**src/rtl/mul16_seq_pkg.sv**
```systemverilog
// mul16_seq_pkg: shared widths and FSM state encodings for the sequential multiplier.
package mul16_seq_pkg;
   localparam int WIDTH = 16;
   localparam int ITER  = WIDTH;
   localparam logic [1:0] STATE_IDLE = 2'd0;
   localparam logic [1:0] STATE_RUN  = 2'd1;
   localparam logic [1:0] STATE_DONE = 2'd2;
endpackage

```
**src/rtl/mul16_seq_add16.sv**
```systemverilog
// add16: combinational 16-bit ripple-carry adder; carry-out is not exposed.
module add16
   import mul16_seq_pkg::*;
(
   input  logic [WIDTH-1:0] a,
   input  logic [WIDTH-1:0] b,
   output logic [WIDTH-1:0] sum
);
   logic c;
   always_comb begin
      c = 1'b0;
      sum = '0;
      for (int i = 0; i < WIDTH; i++) begin
         sum[i] = a[i] ^ b[i] ^ c;
         c = (a[i] & b[i]) | (c & (a[i] ^ b[i]));
      end
   end
endmodule

```
**src/rtl/mul16_seq.sv**
```systemverilog
// mul16_seq: shift-and-add 16x16 multiplier (low 16 bits) sequenced over one shared add16.
module mul16_seq
   import mul16_seq_pkg::*;
(
   input  logic             clock,
   input  logic             reset,
   input  logic             start,
   input  logic [WIDTH-1:0] a,
   input  logic [WIDTH-1:0] b,
   output logic             busy,
   output logic             done,
   output logic [WIDTH-1:0] product
);
   logic [1:0]       state_q, state_d;
   logic [3:0]       count_q, count_d;
   logic [WIDTH-1:0] mcand_q, mcand_d;
   logic [WIDTH-1:0] mplier_q, mplier_d;
   logic [WIDTH-1:0] acc_q, acc_d;
   logic [WIDTH-1:0] product_q, product_d;
   logic             done_q, done_d;
   logic [WIDTH-1:0] sum;
   logic             idle, run, fin, load;

   add16 u_add (.a(acc_q), .b(mcand_q), .sum(sum));

   always_comb begin
      idle = state_q == STATE_IDLE;
      run = state_q == STATE_RUN;
      fin = state_q == STATE_DONE;
      load = idle && start;
      state_d = load ? STATE_RUN
              : run ? (count_q == 4'(ITER - 1) ? STATE_DONE : STATE_RUN)
              : STATE_IDLE;
      mcand_d = load ? a : run ? mcand_q << 1 : mcand_q;
      mplier_d = load ? b : run ? mplier_q >> 1 : mplier_q;
      acc_d = load ? '0 : (run && mplier_q[0]) ? sum : acc_q;
      count_d = load ? 4'd0 : run ? 4'(count_q + 4'd1) : count_q;
      product_d = fin ? acc_q : product_q;
      done_d = fin;
   end

   always_ff @(posedge clock) begin
      if (reset) begin
         state_q <= STATE_IDLE;
         count_q <= '0;
         mcand_q <= '0;
         mplier_q <= '0;
         acc_q <= '0;
         product_q <= '0;
         done_q <= 1'b0;
      end else begin
         state_q <= state_d;
         count_q <= count_d;
         mcand_q <= mcand_d;
         mplier_q <= mplier_d;
         acc_q <= acc_d;
         product_q <= product_d;
         done_q <= done_d;
      end
   end

   assign busy = state_q != STATE_IDLE;
   assign done = done_q;
   assign product = product_q;
endmodule

```
**config.mk**
```make
export PLATFORM = sky130hd
export DESIGN_NAME = mul16_seq
export DESIGN_NICKNAME = d
export VERILOG_FILES = /design/src/rtl/mul16_seq_pkg.sv /design/src/rtl/mul16_seq_add16.sv /design/src/rtl/mul16_seq.sv
export SDC_FILE = /design/constraint.sdc
export NUM_CORES = 1
export LEC_CHECK = 0
export BUFFER_PORTS_ARGS = -buffer_cell sky130_fd_sc_hd__buf_4
export CORE_ASPECT_RATIO = 2
export CORE_UTILIZATION = 40
export DETAILED_ROUTE_END_ITERATION = 10
export SYNTH_ARGS = -nofsm -noshare
export SYNTH_HDL_FRONTEND = slang
export SYNTH_SLANG_ARGS = --single-unit
```
**constraint.sdc**
```tcl
create_clock -name clock -period 14.5 [get_ports clock]
set_input_delay 1.45 -clock clock [delete_from_list [all_inputs] [get_ports clock]]
set_output_delay 1.45 -clock clock [all_outputs]
set_load 0.03 [all_outputs]
```
== Word level (Yosys, flattened, before mapping) ==
Cells that the tools add are included.
Cells by class
  reduce and logical (&&, ||, !) cells: 7
  bitwise logic cells: 75
  multiplexer cells: 7
  equality and inequality tests: 3
  add/subtract/negate cells: 1
Operator list (count)
  $mux 16: 4
  $xor 1x1->1: 31
  $and 1x1->1: 29
  $or 1x1->1: 14
  $add 4x1->4 const B: 1
  $eq 4x4->1 const B: 1
  $reduce_bool 2->1: 2
  $reduce_or 3->1: 1
  $eq 2x1->1 const B: 1
  $eq 2x2->1 const B: 1
  $logic_and 1x1->1: 2
  $logic_not 2->1: 1
  $mux 1: 2
  $mux 2: 1
  $reduce_or 2->1: 1
  $not 1->1: 1
Storage, ports and cells
  output and inout bits: 18
  input bits: 35
  word-level logic and storage cells: 101
  register bits: 71

== Depth between registers and ports, before layout ==
  word-level depth: 30
  mapped depth: 20
  mapped depth without buffers: 20

== Modules after synthesis ==
A second synthesis with hierarchy kept.
Unflattened totals
  cells, all modules: 392
  area total of the unflattened synthesis: 3335.7 sq um
Modules (own cells, without submodules)
  mul16_seq: area an instance 3000.4 sq um, seq. area each 1421.4 sq um, cells an instance 371, times used 1
  add16: area an instance 335.3 sq um, seq. area each 0.0 sq um, cells an instance 21, times used 1

== Worst setup path after synthesis ==
Ideal clock, no wire load.
  path type: reg2reg
  start point: register mcand_q[0]
  end point: register acc_q[15]
  cell stages (with the launch flop): 21
  data arrival time: 6193 ps
  setup time: 70 ps
  buffers on the path: 0
  slack: 8237 ps
  clock period less this slack: 6263 ps
  data required time: 14430 ps
  path through: dfxtp_1 > ha_1 > inv_1 > fa_1 > inv_1 > fa_1 > fa_1 > fa_1 > fa_1 > fa_1 > fa_1 > fa_1 > fa_1 > fa_1 > fa_1 > fa_1 > fa_1 > fa_1 > xnor2_1 > or3_1 > a21oi_1
Between the ends
  longest elaborated chain between the ends: 30
RTL lines
  start, declared: line mul16_seq.sv:16  | logic [WIDTH-1:0] mcand_q, mcand_d;
  start signal, assigned: line mul16_seq.sv:54  | mcand_q <= mcand_d;
  $and 1x1->1 (2 in a row): line mul16_seq_add16.sv:15  | c = (a[i] & b[i]) | (c & (a[i] ^ b[i]));
  $or 1x1->1: line mul16_seq_add16.sv:15
  $and 1x1->1: line mul16_seq_add16.sv:15
  $or 1x1->1: line mul16_seq_add16.sv:15
  $and 1x1->1: line mul16_seq_add16.sv:15
  $or 1x1->1: line mul16_seq_add16.sv:15
  $and 1x1->1: line mul16_seq_add16.sv:15
  $or 1x1->1: line mul16_seq_add16.sv:15
  [13 not listed]
  $or 1x1->1: line mul16_seq_add16.sv:15
  $and 1x1->1: line mul16_seq_add16.sv:15
  $or 1x1->1: line mul16_seq_add16.sv:15
  $and 1x1->1: line mul16_seq_add16.sv:15
  $or 1x1->1: line mul16_seq_add16.sv:15
  $and 1x1->1: line mul16_seq_add16.sv:15
  $or 1x1->1: line mul16_seq_add16.sv:15
  $xor 1x1->1: line mul16_seq_add16.sv:14  | sum[i] = a[i] ^ b[i] ^ c;
  end signal, assigned: line mul16_seq.sv:48  | acc_q <= '0;
  end signal, assigned: line mul16_seq.sv:56  | acc_q <= acc_d;
  end, declared: line mul16_seq.sv:18  | logic [WIDTH-1:0] acc_q, acc_d;
No other way between the ends.
A chain may end at the register's enable or synchronous reset.

== Worst setup path in the final report ==
Ends and elaborated chain as after synthesis.

==> impl_metrics.env <==
export IMPL_outcome="completed"
export IMPL_rsz0062_at_grt="no"
export IMPL_cpMostUsedCell="fa_1"
export IMPL_track_usage_pct=18.5
export IMPL_htree_num_levels=3
export IMPL_cp_max_fo=3
export IMPL_cts_resized=0
export IMPL_cts_tree="yes"
export IMPL_worstPathRequired_ns=14.75
export IMPL_clk_pin_slew_ns=0.05
export IMPL_synth_edf_count=0
export IMPL_p_total_uw=482
export IMPL_die_h_um=131
export IMPL_ys_flop_type="dfxtp_1"
export IMPL_vias=2654
export IMPL_drc=0
export IMPL_synth_seq_cells=71
export IMPL_finalSetupViolCount=0
export IMPL_drive_gt1_share_pct=19.7
export IMPL_first_pass_iters=4
export IMPL_setup_tns_final_ns=0
export IMPL_finClkSkew_ns=0.00533
export IMPL_initial_core_util_pct=41.6
export IMPL_crit_family="adder cells"
export IMPL_hp_class="register to register"
export IMPL_detail_route_antenna_nets=0
export IMPL_timing_critical_path_buf_inv=2
export IMPL_numCtsBuffers=9
export IMPL_critPathLaunchType="register"
export IMPL_clock_sinks=71
export IMPL_worst_path_largest_cell_delay_ns=0.41
export IMPL_cts_max_path_buffers=2
export IMPL_slew_headroom_pct=20.5
export IMPL_finish_utilization_pct=49.5
export IMPL_postCtsSetupRepairBufs=0
export IMPL_endpoint_kind="register"
export IMPL_n_antenna_cell=0
export IMPL_grt_pass1_wl_um=11900
export IMPL_syn_to_final_growth_pct=18.9
export IMPL_wl_per_cell_um=13.9
export IMPL_core_sq_mm=0.00800
export IMPL_syn_area_sq_mm=0.00333
export IMPL_p_leak_nw=1.60
export IMPL_nNetsFinal=473
export IMPL_ys_warnings_count=0
export IMPL_clock_latency_ns=0.33
export IMPL_die_w_um=66.5
export IMPL_dpl_cell_area_sq_mm=0.00366
export IMPL_grt_ovfl_total=0
export IMPL_via_per_inst=5.08
export IMPL_grt_pass1_vias=2510
export IMPL_tightest_slew_ns=1.19
export IMPL_syn_area_per_cell_sq_um=8.57
export IMPL_gp_congestion=0.821
export IMPL_grt_max_degree=53
export IMPL_antenna_found_initial=0
export IMPL_cap_violations=0
export IMPL_finalCriticalPeriod_ns=6.56
export IMPL_synth_async_reset_ratio_pct=0
export IMPL_fmax_mhz=152
export IMPL_slowest_stage="fa_1"
export IMPL_p_per_area_mw_per_mm2=122
export IMPL_route_final_wire_length_um=7270
export IMPL_die_area_sq_mm=0.00872
export IMPL_maxSlewViolCount=0
export IMPL_synth_seq_area_share_pct=42.7
export IMPL_synth_cells=389
export IMPL_drt_iter0_drc=111
export IMPL_ys_types=32
export IMPL_arrival_ns=6.80
export IMPL_io_pins=53
export IMPL_fillers=795
export IMPL_cp_cell_sequence="ha_1, inv_1, fa_1, inv_1, fa_1, fa_1, fa_1, fa_1, fa_1, fa_1, fa_1, fa_1, fa_1, fa_1, fa_1, fa_1, fa_1, xnor2_1, or3_1, a21oi_1"
export IMPL_portBuffers=52
export IMPL_fp_row_count=46
export IMPL_hpwl_um=5060
export IMPL_synth_nets=440
export IMPL_max_vdd_ir_drop_v=0.0000793
export IMPL_postCtsHoldBufs=0
export IMPL_crit_type="register to register"
export IMPL_postLayoutCellArea_sq_mm=0.00396
export IMPL_hold_violations=0
export IMPL_root_buffer="clkbuf_16"
export IMPL_period_share_pct=45.2
==> synthesized netlist by cell type (3+ instances only) <==
cell / count / area [sq um]
a211oi_1: 20 / 150
a211oi_2: 7 / 87.6
a21oi_1: 52 / 260
a22o_1: 13 / 114
buf_2: 11 / 55.1
buf_4: 5 / 37.5
buf_6: 5 / 56.3
clkbuf_1: 9 / 33.8
dfxtp_1: 71 / 1420
fa_1: 14 / 280
inv_1: 17 / 63.8
nand2_1: 79 / 297
nand2b_1: 6 / 37.5
nand3_1: 4 / 20.0
nor2_1: 48 / 180
nor3_1: 4 / 20.0
or3b_2: 3 / 26.3
==> report_power, final <==
group | total, mW | internal (mW) | switching [mW] | leakage (nW)
sequential | 0.212 | 0.205 | 0.00750 | 0.580
clock | 0.219 | 0.140 | 0.0783 | 0.151
combinational | 0.0511 | 0.0232 | 0.0279 | 0.868
==> cell type report <==
| cell class | instances | area, sq um | share of cell area [%] |
|---|---|---|---|
| repair buffers | 54 | 405 | 10.2 |
| clock inverters | 4 | 45.0 | 1.14 |
| multi-input cells | 269 | 1650 | 41.7 |
| well taps | 96 | 120 | 3.03 |
| flip-flops and latches | 71 | 1420 | 35.9 |
| clock buffers | 11 | 253 | 6.38 |
| inverters | 17 | 63.8 | 1.61 |
==> state kept, by name, indices dropped and copies added (netlist names) <==
register,count
done,1
mplier_q,16
product,16
acc_q,16
state_q,2
mcand_q,16
count_q,4
==> metrics by stage <==
stage	hold slack (ns)	instances	setup slack (ns)
floorplan	0.437	389	8.24
global placement	0.442	507	8.02
detailed placement	0.448	507	7.94
CTS	0.456	522	7.94
global route	0.471	522	7.70
finish	0.453	522	7.94
==> cells in the final DEF, fill, tap and decap left out <==
master	count
inv_1	17
a311oi_2	1
a21oi_1	52
a211oi_1	20
o21ai_0	2
or2_2	1
clkbuf_8	2
o21ba_2	1
nor3_1	4
or3_1	2
fa_1	14
ha_1	2
or3b_1	1
nand2_1	79
bufinv_16	1
xor2_1	1
xnor2_1	2
dfxtp_1	71
nand3b_1	1
buf_4	54
nor3b_4	1
and3b_1	1
nand2b_1	6
nand3_1	4
clkbuf_16	9
a211oi_2	7
a22o_1	13
nor2_1	48
nand3b_4	1
nor2b_1	2
clkinv_2	3
or3b_2	3
==> worst paths after layout <==
| kind | slack [ns] | cells after the start | start | endpoint |
|---|---|---|---|---|
| setup reg to reg | 7.94 | 20 | mcand_q[0] | acc_q[15] |
| hold / removal | 0.45 | 2 | product[8] | product[8] |
| setup / recovery | 7.94 | 20 | mcand_q[0] | acc_q[15] |
| hold reg to reg | 0.45 | 2 | product[8] | product[8] |
==> layer usage <==
| layer | track usage [%] | wire (um) | vias up |
|---|---|---|---|
| met5 | 0 | 0 | - |
| met4 | 9.01 | 135 | 0 |
| met3 | 3.72 | 184 | 6 |
| met2 | 33.7 | 4040 | 46 |
| met1 | 19.8 | 2920 | 1250 |
| li1 | - | - | 1352 |
==> cell families (layout without fill, tap and decap cells) <==
kind of cell	Yosys count	after routing	share of synthesized area [%]
compound gates	96	96	19.4
xor+xnor	3	3	0.789
flops	71	71	42.7
simple gates	154	154	20.3
fa+ha+maj	16	16	9.16
buf+inv	49	86	7.70
==> worst reg2reg max path: stages, from the launching register on <==
cell and delay [ns]:
dfxtp_1 0.32, ha_1 0.19, inv_1 0.06, fa_1 0.15, inv_1 0.05, fa_1 0.39, fa_1 0.39, fa_1 0.40
fa_1 0.40, fa_1 0.40, fa_1 0.41, fa_1 0.39, fa_1 0.39, fa_1 0.39, fa_1 0.39, fa_1 0.40
fa_1 0.39, fa_1 0.38, xnor2_1 0.14, or3_1 0.31, a21oi_1 0.14
Power figures use the tool's default switching activity.
